[src/rtl/eff_sel_ctrl_pkg.sv]
// Shared types and arithmetic for the click-free effect-selection controller.
// The gain multiply is done at a fixed wide width so one helper serves any sample/gain size.
package eff_sel_ctrl_pkg;

  typedef enum logic [1:0] {
    IDLE     = 2'd0,
    FADE_OUT = 2'd1,
    SETTLE   = 2'd2,
    FADE_IN  = 2'd3
  } ctrl_state_t;

  localparam int MUL_W = 64;

  // (sample * gain) >>> frac_bits, clamped to a signed out_bits range.
  function automatic logic signed [MUL_W-1:0] sat_mul(
    input logic signed [MUL_W-1:0] sample,
    input logic signed [MUL_W-1:0] gain,
    input int                      frac_bits,
    input int                      out_bits
  );
    logic signed [MUL_W-1:0] prod;
    logic signed [MUL_W-1:0] shifted;
    logic signed [MUL_W-1:0] one;
    logic signed [MUL_W-1:0] max_v;
    logic signed [MUL_W-1:0] min_v;
    one     = 1;
    prod    = sample * gain;
    shifted = prod >>> frac_bits;
    max_v   = (one <<< (out_bits - 1)) - one;
    min_v   = -max_v - one;
    if (shifted > max_v) begin
      sat_mul = max_v;
    end else if (shifted < min_v) begin
      sat_mul = min_v;
    end else begin
      sat_mul = shifted;
    end
  endfunction

endpackage

[src/rtl/eff_sel_ctrl_if.sv]
// Sample stream between the effect pipeline output and the codec.
// Handshake: vld_i is a single-cycle strobe with no ready/backpressure; data_i is meaningful only
// while vld_i=1. vld_o/data_o follow exactly one clock later, and data_o holds between strobes.
interface eff_sel_ctrl_if #(
  parameter int DATA_WIDTH = 24
);
  logic signed [DATA_WIDTH-1:0] data_i;
  logic                         vld_i;
  logic signed [DATA_WIDTH-1:0] data_o;
  logic                         vld_o;

  modport master (
    output data_i,
    output vld_i,
    input  data_o,
    input  vld_o
  );

  modport slave (
    input  data_i,
    input  vld_i,
    output data_o,
    output vld_o
  );
endinterface

[src/rtl/eff_debounce.sv]
// Two-flop synchroniser followed by a stability counter; dout only follows din once the
// synchronised word has been unchanged for CYCLES clocks.
module eff_debounce #(
  parameter int WIDTH  = 17,
  parameter int CYCLES = 1_000_000
) (
  input  logic             clk,
  input  logic             rst,
  input  logic [WIDTH-1:0] din,
  output logic [WIDTH-1:0] dout
);

  localparam int            CW      = (CYCLES > 1) ? $clog2(CYCLES) : 1;
  localparam logic [CW-1:0] CNT_MAX = CW'(CYCLES - 1);
  localparam logic [CW-1:0] CNT_ONE = CW'(1);

  logic [WIDTH-1:0] sync1_q, sync1_d;
  logic [WIDTH-1:0] sync2_q, sync2_d;
  logic [WIDTH-1:0] cand_q, cand_d;
  logic [WIDTH-1:0] stable_q, stable_d;
  logic [CW-1:0]    cnt_q, cnt_d;

  always_comb begin
    sync1_d  = din;
    sync2_d  = sync1_q;
    cand_d   = cand_q;
    cnt_d    = cnt_q;
    stable_d = stable_q;
    if (sync2_q != cand_q) begin
      cand_d = sync2_q;
      cnt_d  = '0;
    end else if (cnt_q == CNT_MAX) begin
      stable_d = cand_q;
    end else begin
      cnt_d = cnt_q + CNT_ONE;
    end
  end

  always_ff @(posedge clk) begin
    if (rst) begin
      sync1_q  <= '0;
      sync2_q  <= '0;
      cand_q   <= '0;
      stable_q <= '0;
      cnt_q    <= '0;
    end else begin
      sync1_q  <= sync1_d;
      sync2_q  <= sync2_d;
      cand_q   <= cand_d;
      stable_q <= stable_d;
      cnt_q    <= cnt_d;
    end
  end

  assign dout = stable_q;

endmodule

[src/rtl/eff_sel_ctrl.sv]
// Click-free effect selection: on a debounced switch change, fade the pipeline output to
// silence, apply the new en/sel, hold muted while the pipeline flushes, then fade back in.
module eff_sel_ctrl
  import eff_sel_ctrl_pkg::*;
#(
  parameter int SEL_WIDTH       = 16,
  parameter int DATA_WIDTH      = 24,
  parameter int DEBOUNCE_CYCLES = 1_000_000,
  parameter int GAIN_BITS       = 6,
  parameter int SETTLE_SAMPLES  = 64
) (
  input  logic                 clk,
  input  logic                 rst,
  input  logic [SEL_WIDTH-1:0] sw_i,
  input  logic                 en_i,
  output logic [SEL_WIDTH-1:0] sel_o,
  output logic                 en_o,
  output logic                 busy_o,
  output ctrl_state_t          dbg_state_o,
  output logic [GAIN_BITS:0]   dbg_gain_o,
  eff_sel_ctrl_if.slave        smp
);

  localparam int                 WORD_W    = SEL_WIDTH + 1;
  localparam int                 CNT_W     = (SETTLE_SAMPLES > 1) ? $clog2(SETTLE_SAMPLES) : 1;
  localparam logic [CNT_W-1:0]   CNT_LAST  = CNT_W'(SETTLE_SAMPLES - 1);
  localparam logic [CNT_W-1:0]   CNT_ONE   = CNT_W'(1);
  localparam logic [GAIN_BITS:0] GAIN_FULL = {1'b1, {GAIN_BITS{1'b0}}};
  localparam logic [GAIN_BITS:0] GAIN_ONE  = (GAIN_BITS + 1)'(1);
  localparam logic [GAIN_BITS:0] GAIN_LAST = GAIN_FULL - GAIN_ONE;

  logic [WORD_W-1:0] stable_word;
  logic              pending;

  ctrl_state_t                  state_q, state_d;
  logic [GAIN_BITS:0]           gain_q, gain_d;
  logic [CNT_W-1:0]             cnt_q, cnt_d;
  logic [SEL_WIDTH-1:0]         sel_q, sel_d;
  logic                         en_q, en_d;
  logic                         busy_q, busy_d;
  logic signed [DATA_WIDTH-1:0] data_q, data_d;
  logic                         vld_q, vld_d;

  eff_debounce #(
    .WIDTH  (WORD_W),
    .CYCLES (DEBOUNCE_CYCLES)
  ) u_debounce (
    .clk  (clk),
    .rst  (rst),
    .din  ({en_i, sw_i}),
    .dout (stable_word)
  );

  assign pending = (stable_word != {en_q, sel_q});

  always_comb begin
    state_d = state_q;
    gain_d  = gain_q;
    cnt_d   = cnt_q;
    sel_d   = sel_q;
    en_d    = en_q;
    vld_d   = smp.vld_i;
    data_d  = data_q;
    // The sample always sees the gain that was current before this cycle's update.
    if (smp.vld_i) begin
      data_d = DATA_WIDTH'(sat_mul(MUL_W'(smp.data_i), MUL_W'(gain_q), GAIN_BITS, DATA_WIDTH));
    end
    case (state_q)
      IDLE: begin
        if (pending) state_d = FADE_OUT;
      end
      FADE_OUT: begin
        // A reversal from FADE_IN at gain 0 has nothing left to ramp down.
        if (gain_q == '0 || (smp.vld_i && gain_q == GAIN_ONE)) begin
          state_d         = SETTLE;
          gain_d          = '0;
          cnt_d           = '0;
          {en_d, sel_d}   = stable_word;
        end else if (smp.vld_i) begin
          gain_d = gain_q - GAIN_ONE;
        end
      end
      SETTLE: begin
        if (pending) begin
          {en_d, sel_d} = stable_word;
          cnt_d         = '0;
        end else if (smp.vld_i) begin
          if (cnt_q == CNT_LAST) state_d = FADE_IN;
          else                   cnt_d   = cnt_q + CNT_ONE;
        end
      end
      FADE_IN: begin
        if (pending) begin
          state_d = FADE_OUT;
        end else if (smp.vld_i) begin
          gain_d = gain_q + GAIN_ONE;
          if (gain_q == GAIN_LAST) state_d = IDLE;
        end
      end
      default: state_d = IDLE;
    endcase
    busy_d = (state_d != IDLE);
  end

  always_ff @(posedge clk) begin
    if (rst) begin
      state_q <= IDLE;
      gain_q  <= GAIN_FULL;
      cnt_q   <= '0;
      sel_q   <= '0;
      en_q    <= 1'b0;
      busy_q  <= 1'b0;
      data_q  <= '0;
      vld_q   <= 1'b0;
    end else begin
      state_q <= state_d;
      gain_q  <= gain_d;
      cnt_q   <= cnt_d;
      sel_q   <= sel_d;
      en_q    <= en_d;
      busy_q  <= busy_d;
      data_q  <= data_d;
      vld_q   <= vld_d;
    end
  end

  assign sel_o       = sel_q;
  assign en_o        = en_q;
  assign busy_o      = busy_q;
  assign dbg_state_o = state_q;
  assign dbg_gain_o  = gain_q;
  assign smp.data_o  = data_q;
  assign smp.vld_o   = vld_q;

endmodule

[src/flat_wrapper.sv]
// flat-port wrapper written by rule: the top's interface ports become plain ports
module eff_sel_ctrl_flat import eff_sel_ctrl_pkg::*;
#(
  parameter int SEL_WIDTH       = 16,
  parameter int DATA_WIDTH      = 24,
  parameter int DEBOUNCE_CYCLES = 1_000_000,
  parameter int GAIN_BITS       = 6,
  parameter int SETTLE_SAMPLES  = 64
)
  (clk, rst, sw_i, en_i, sel_o, en_o, busy_o, dbg_state_o, dbg_gain_o, smp_data_i, smp_vld_i, smp_data_o, smp_vld_o);
  eff_sel_ctrl_if #(.DATA_WIDTH(DATA_WIDTH)) smp_i ();
  input  logic clk;
  input  logic rst;
  input  logic [SEL_WIDTH-1:0] sw_i;
  input  logic en_i;
  output logic [SEL_WIDTH-1:0] sel_o;
  output logic en_o;
  output logic busy_o;
  output ctrl_state_t dbg_state_o;
  output logic [GAIN_BITS:0] dbg_gain_o;
  input wire logic [$bits(smp_i.data_i)-1:0] smp_data_i;
  input wire logic [$bits(smp_i.vld_i)-1:0] smp_vld_i;
  output wire logic [$bits(smp_i.data_o)-1:0] smp_data_o;
  output wire logic [$bits(smp_i.vld_o)-1:0] smp_vld_o;
  assign smp_i.data_i = smp_data_i;
  assign smp_i.vld_i = smp_vld_i;
  assign smp_data_o = smp_i.data_o;
  assign smp_vld_o = smp_i.vld_o;
  eff_sel_ctrl #(.SEL_WIDTH(SEL_WIDTH), .DATA_WIDTH(DATA_WIDTH), .DEBOUNCE_CYCLES(DEBOUNCE_CYCLES), .GAIN_BITS(GAIN_BITS), .SETTLE_SAMPLES(SETTLE_SAMPLES)) u_core (.clk(clk), .rst(rst), .sw_i(sw_i), .en_i(en_i), .sel_o(sel_o), .en_o(en_o), .busy_o(busy_o), .dbg_state_o(dbg_state_o), .dbg_gain_o(dbg_gain_o), .smp(smp_i));
endmodule
[config.mk]
export PLATFORM = sky130hd
export DESIGN_NAME = eff_sel_ctrl_flat
export DESIGN_NICKNAME = d
export VERILOG_FILES = /design/src/rtl/eff_sel_ctrl_pkg.sv /design/src/rtl/eff_sel_ctrl_if.sv /design/src/rtl/eff_debounce.sv /design/src/rtl/eff_sel_ctrl.sv /design/src/flat_wrapper.sv
export SDC_FILE = /design/constraint.sdc
export NUM_CORES = 1
export LEC_CHECK = 0
export CAP_MARGIN = 40
export CORE_MARGIN = 4
export CORE_UTILIZATION = 59
export CTS_CLUSTER_DIAMETER = 100
export CTS_CLUSTER_SIZE = 40
export DETAILED_ROUTE_END_ITERATION = 6
export PLACE_DENSITY = 0.81
export REMOVE_ABC_BUFFERS = 1
export SLEW_MARGIN = 25
export SYNTH_ARGS = -nofsm -noshare
export SYNTH_HDL_FRONTEND = slang
export SYNTH_SLANG_ARGS = --single-unit
[constraint.sdc]
create_clock -name clk -period 8 [get_ports clk]
set_clock_uncertainty 0.05 [all_clocks]
set_input_delay 1.6 -clock clk [delete_from_list [all_inputs] [get_ports clk]]
set_output_delay 1.6 -clock clk [all_outputs]
set_load 0.1 [all_outputs]
==> results of run 1 <==
cell families (layout without fill, tap and decap cells):
group / Yosys count / in the layout
xor+xnor: 82 / 82
simple gates: 445 / 445
buf+inv: 232 / 379
compound gates: 138 / 138
flops: 146 / 146
fa+ha+maj: 196 / 196
mux: 38 / 38
cell usage after synthesis, drive strengths merged (3+ instances only):
cell type	n	share of area [%]
o2bb2ai	6	0.45
inv	188	6.0
nand3	19	0.81
a21oi	43	1.9
nor2b	54	2.9
o21a	4	0.26
and3	11	0.59
nor3	16	0.72
or2	3	0.16
or3	5	0.27
a211oi	5	0.36
nor2	93	3.0
and2	129	6.9
nand2	75	2.4
o211ai	3	0.23
o21ai	24	1.0
or4	3	0.20
nand2b	9	0.48
clkbuf	35	1.1
o221a	19	1.8
xor2	42	3.1
buf	8	0.69
dfxtp	146	25
nor4b	3	0.22
fa	125	21
nor4	7	0.43
ha	71	7.6
nand4	12	0.77
mux2i	36	3.1
xnor2	40	3.0
a21o	14	0.90
a31oi	7	0.37
final cells by class:
type | count | area (um^2)
Clock buffer | 17 | 425
Inverter | 188 | 706
Timing Repair Buffer | 159 | 1910
Multi-Input combinational cell | 899 | 7890
Fill cell | 1349 | 5150
Tap cell | 265 | 332
Sequential cell | 146 | 2920
Clock inverter | 15 | 189
how the worst max path moves through the flow:
stage / startpoint / endpoint / slack, ps
floorplan: smp_data_i[23] / u_core.smp.data_o[10]$_SDFFE_PP0P_ / 1400
global placement: smp_data_i[23] / u_core.smp.data_o[1]$_SDFFE_PP0P_ / 500
detailed placement: smp_data_i[23] / u_core.smp.data_o[4]$_SDFFE_PP0P_ / 320
CTS: smp_data_i[23] / u_core.smp.data_o[4]$_SDFFE_PP0P_ / 740
global route: smp_data_i[23] / u_core.smp.data_o[5]$_SDFFE_PP0P_ / 450
finish: smp_data_i[23] / u_core.smp.data_o[5]$_SDFFE_PP0P_ / 700
state kept, by name, summed over array words and instances (netlist names):
signal	flops
u_core.dbg_state_o	2
u_core.u_debounce.sync1_q	17
u_core.busy_o	1
u_core.cnt_q	6
u_core.dbg_gain_o	7
u_core.sel_o	16
u_core.en_o	1
u_core.u_debounce.sync2_q	17
u_core.smp.vld_o	1
u_core.u_debounce.cnt_q	20
u_core.u_debounce.dout	17
u_core.u_debounce.cand_q	17
u_core.smp.data_o	24
metal layers:
metal | vias to the layer above | part of all wire (%)
met5 | - | 0
met4 | 0 | 2.7
met3 | 52 | 5.3
met2 | 247 | 50
met1 | 4426 | 42
li1 | 4351 | -
worst reg2reg max path, stage by stage (launching register included):
cell,delay [ps]
dfxtp_1,740
buf_4,380
nand2_1,140
fa_1,560
fa_1,560
inv_1,50
fa_1,530
inv_1,50
fa_1,520
inv_1,40
ha_1,350
a21o_1,210
a21oi_1,230
a2bb2oi_2,150
o41ai_1,80
a311o_2,410
or2_2,300
a211oi_2,220
o31a_1,660
o221a_2,330
power by group:
part / switching [mW] / internal, mW / total (mW)
logic: 1.08 / 0.686 / 1.76
registers: 0.0638 / 0.791 / 0.855
clock network: 0.347 / 0.476 / 0.823
total: 1.49 / 1.95 / 3.44
stage by stage:
stage	setup slack [ps]	utilization [%]	hold WS (ps)	area (um^2)
after global placement	505	66.0	367	12900
after detailed placement	324	70.5	370	13800
after floorplan	1400	-	364	11500
after global routing	446	73.6	402	14400
final	699	73.6	385	14400
after CTS	742	73.6	385	14400
==> reports/metrics.cfg, run 1 <==
[outcome]
status=finished clean

[worst_hold_path]
hold_start=u_core.u_debounce.sync1_q[4]$_SDFF_PP0_
hp-class=flip-flop to flip-flop
worst_hold_path.num_cells=1
holdPathEnd=u_core.u_debounce.sync2_q[4]$_SDFF_PP0_

[route]
drcViolationCount=0
ant_nets=0
drtIter0Drc=487
viasPerCell=5.37
dr.pass1.iters=6
num_vias=9076
drt-wirelength-per-cell_um=16.2
routed_wl_um=27300

[die]
initial_core_util_pct=60.1
die-area_mm2=0.0222
pin_count=96
core_mm2=0.0195
row_count=51
chipWidth_um=149
die_h_um=149

[power_and_ir_drop]
leakagePower_nw=6.63
powerDensity_mw_per_mm2=239
power_mw=3.44
vdd_drop_max_mv=0.185

[timing]
timing.max_slew.rel_slack_pct=48.1
finalCritPeriodShare_pct=91.3
tightestPinTransition_ps=778
timing.fmax_mhz=137
final-max-slew-violation-count=0
setup_viol=0
fin_crit_ps=7300
rsz0062_at_grt=no
hold_viol=0
setup_tns_ps=0

[synth]
synth_ff_type=dfxtp_1
synthCells=1277
synth-seq-cells=146
synth.avg_cell_area_um2=9.19
synth_top_family_by_area=adder cells
synth_compound_area_share_pct=8.56
syn_area_mm2=0.0117
yosys.area_share.adder_pct=28.9
synthDistinctLibCells=68
seq_area_frac_synth_pct=24.9
synthArstFlopShare_pct=0
synthXorXnorAreaFrac_pct=6.18
synth_edf_count=0
yosys.area_share.simple_pct=20.3
yosys-mux-area-fraction_pct=3.26
synth_warnings=0

[layout]
final_cell_mix=inv_1, dfxtp_1, and2_1, fa_1, clkdlybuf4s50_1
num_antenna_cells=0
synthToLayoutAreaGrowth_pct=22.5
finalNetCount=1651
drive_gt1_share_pct=9.20
instances_no_fill=1689
layout_commonest_cell=inv_1

[critical_path]
crit_family=adder cells
reg2reg_to=u_core.smp.data_o[5]$_SDFFE_PP0P_
reg2reg_from=u_core.dbg_gain_o[3]$_SDFFE_PP0P_
cp-start-kind=input pin
cp_max_fo=18
crit_chain=clkdlybuf4s50_1 -> nand2_1 -> fa_1 -> fa_1 -> inv_1 -> fa_1 -> inv_1 -> fa_1 -> inv_1 -> ha_1 -> a21o_1 -> a21oi_1 -> a2bb2oi_2 -> o41ai_1 -> a311o_2 -> or2_2 -> a211oi_2 -> o31a_1 -> o221a_2
rr_worst_depth=19
worstPathArrival_ps=7620
crit_slowest_cell=o31a_1
cp.depth=19
r2r_slack_ps=1390
end_kind=flip-flop
crit_buf_inv=4
crit_type=input pin to flip-flop
max_stage_delay_ps=660
path_common_cell=fa_1
critPathRequiredTime_ps=8320

[placement]
dp.cells=1657
dp_hpwl_um=20500
place_congestion=0.930
port_buffers=95

[global_route]
grt_overflow_total=0
met3_usage_pct=4.53
grt_pass1_wl_um=46400
grt_use_met1_pct=32.4
grtUsageMet2_pct=44.6
grt_max_degree=58
antenna_found_initial=0
grt.total_usage_pct=25.7
grt_pass1_vias=9679
top_usage_layer=met2

[run]
maxCapViolations=0

[clock_network]
clk_latency_ps=420
clock-sinks=146
cts_resized=0
cts_root_buf=clkbuf_16
numCtsBuffers=17
path_clk_slew_ps=70
cts_tree=built
cts_setup_buffers=0
htreeDepth=4
hold_buffers=0
clock_path_buffers=2

Note: power is estimated with default switching activity, not from simulation.
==> run 2, diff against run 1 <==
- CORE_ASPECT_RATIO: unset -> 0.5
- CORE_UTILIZATION: 59 -> 45
- CTS_CLUSTER_SIZE: 40 -> 20
- PLACE_DENSITY: 0.81 -> unset
==> reports/metrics.cfg, run 2 (same netlist as run 1, synthesis figures left out) <==
[layout]
multi_input_area_mm2=0.00789
fillCellCount=2327
largest_register_ffs=24
drive_gt1_share_pct=9.20
instances_no_fill=1768
num_antenna_cells=0
fin_area_mm2=0.0144
layout_commonest_cell=inv_1
finalNetCount=1651
seq_area_mm2=0.00292
synthToLayoutAreaGrowth_pct=22.5
final_cell_mix=inv_1, dfxtp_1, and2_1, fa_1, clkdlybuf4s50_1

[critical_path]
critPathRequiredTime_ps=8310
max_stage_delay_ps=590
crit_slowest_cell=clkdlybuf4s50_1
end_kind=flip-flop
cp_max_fo=18
cp-start-kind=input pin
worstPathArrival_ps=7520
path_common_cell=fa_1
crit_chain=clkdlybuf4s50_1 -> nand2_1 -> fa_1 -> fa_1 -> inv_1 -> fa_1 -> inv_1 -> fa_1 -> inv_1 -> ha_1 -> a21o_1 -> a21oi_1 -> a2bb2oi_2 -> o41ai_1 -> a311o_2 -> or2_2 -> a211oi_2 -> o31a_1 -> o221a_1
crit_type=input pin to flip-flop

[route]
ant_nets=0
viasPerCell=4.96
num_vias=8762
dr.pass1.iters=5
drtIter0Drc=399
routed_wl_um=25700
drt-wirelength-per-cell_um=14.5
drcViolationCount=0

[die]
core_mm2=0.0254
row_count=41
die-area_mm2=0.0289
chipWidth_um=236
die_h_um=122
initial_core_util_pct=46.1
pin_count=96

[placement]
dp_hpwl_um=20000
place_congestion=0.883
dp.cells=1735
placed_area_mm2=0.0138
port_buffers=95

[clock_network]
cts_root_buf=clkbuf_16
numCtsBuffers=17
hold_buffers=0
path_clk_slew_ps=70
cts_resized=0
clock-sinks=146
clock_path_buffers=2
cts_tree=built
htreeDepth=4
cts_setup_buffers=0
clk_latency_ps=430

[run]
maxCapViolations=0

[global_route]
grt_max_degree=84
antenna_found_initial=1
grt_pass1_vias=9160
grt_pass1_wl_um=44500
grt_overflow_total=0
grt.total_usage_pct=18.7

[timing]
timing.max_slew.rel_slack_pct=43.7
tightestPinTransition_ps=838
finalCritPeriodShare_pct=90.2
timing.fmax_mhz=139
fin_crit_ps=7220
setup_viol=0
setup_tns_ps=0
hold_viol=0
rsz0062_at_grt=no
final-max-slew-violation-count=0

[power_and_ir_drop]
vdd_drop_max_mv=0.151
powerDensity_mw_per_mm2=233
power_mw=3.36
leakagePower_nw=6.60

[worst_hold_path]
hp-class=flip-flop to flip-flop

[outcome]
status=finished clean

-- run 2: cell count changes in the layout (fill, tap and decap cells not counted), sizes merged --
cell / before / now
inv: 197 / 195
bufinv: 2 / 1
clkbuf: 17 / 18
clkinv: 2 / 3
clkinvlp: 2 / 3
-- run 2: path summary, 6_finish.rpt --
| check | from | end | slack [ps] | cells after the start |
|---|---|---|---|---|
| min | u_core.u_debounce.sync1_q[15]$_SDFF_PP0_ | u_core.u_debounce.sync2_q[15]$_SDFF_PP0_ | 390 | 1 |
| max | smp_data_i[23] | u_core.smp.data_o[21]$_SDFFE_PP0P_ | 780 | 19 |
| min reg2reg | u_core.u_debounce.sync1_q[15]$_SDFF_PP0_ | u_core.u_debounce.sync2_q[15]$_SDFF_PP0_ | 390 | 1 |
| max reg2reg | u_core.dbg_gain_o[3]$_SDFFE_PP0P_ | u_core.smp.data_o[21]$_SDFFE_PP0P_ | 1570 | 19 |
-- run 2: worst max-delay path: cells and delay by family --
family,cells,cell delay [ps]
buffers and inverters,4,730
AOI/OAI and AO/OA,8,2170
adders and majority gates,5,2540
and+or+nand+nor,2,470
-- run 2: cell type report --
cell class              count  area share, %
multi-input cells         899           54.9
flip-flops and latches    146           20.3
repair buffers            159           12.9
inverters                 188           4.91
clock buffers              18           3.05
well taps                 344           2.99
clock inverters            14          0.983
-- run 2: routing by layer --
layer  global-route usage [%]  wire length, um  vias up
li1                         -                -     4345
met3                     3.17              811       25
met1                     24.4            12100     4255
met2                     32.8            12600      137
met5                        0                0        -
met4                     4.48              258        0
-- run 2: power breakdown --
part           switching, mW  internal [mW]  leakage [nW]
logic                   1.08          0.663          5.13
clock network          0.331          0.445         0.278
registers             0.0501          0.791          1.19
-- run 2: stage by stage --
step	hold WS (ps)	util, %	setup slack, ps
after floorplan	364	-	1400
after global placement	370	51.0	548
after detailed placement	373	54.1	413
after CTS	388	56.4	831
after global routing	404	56.5	488
final	386	56.5	784
==> run 3, diff against run 2 <==
- ABC_AREA: unset -> 0
==> results of run 3 <==
No change in the layout: final DEF, timing and power equal those of run 2.
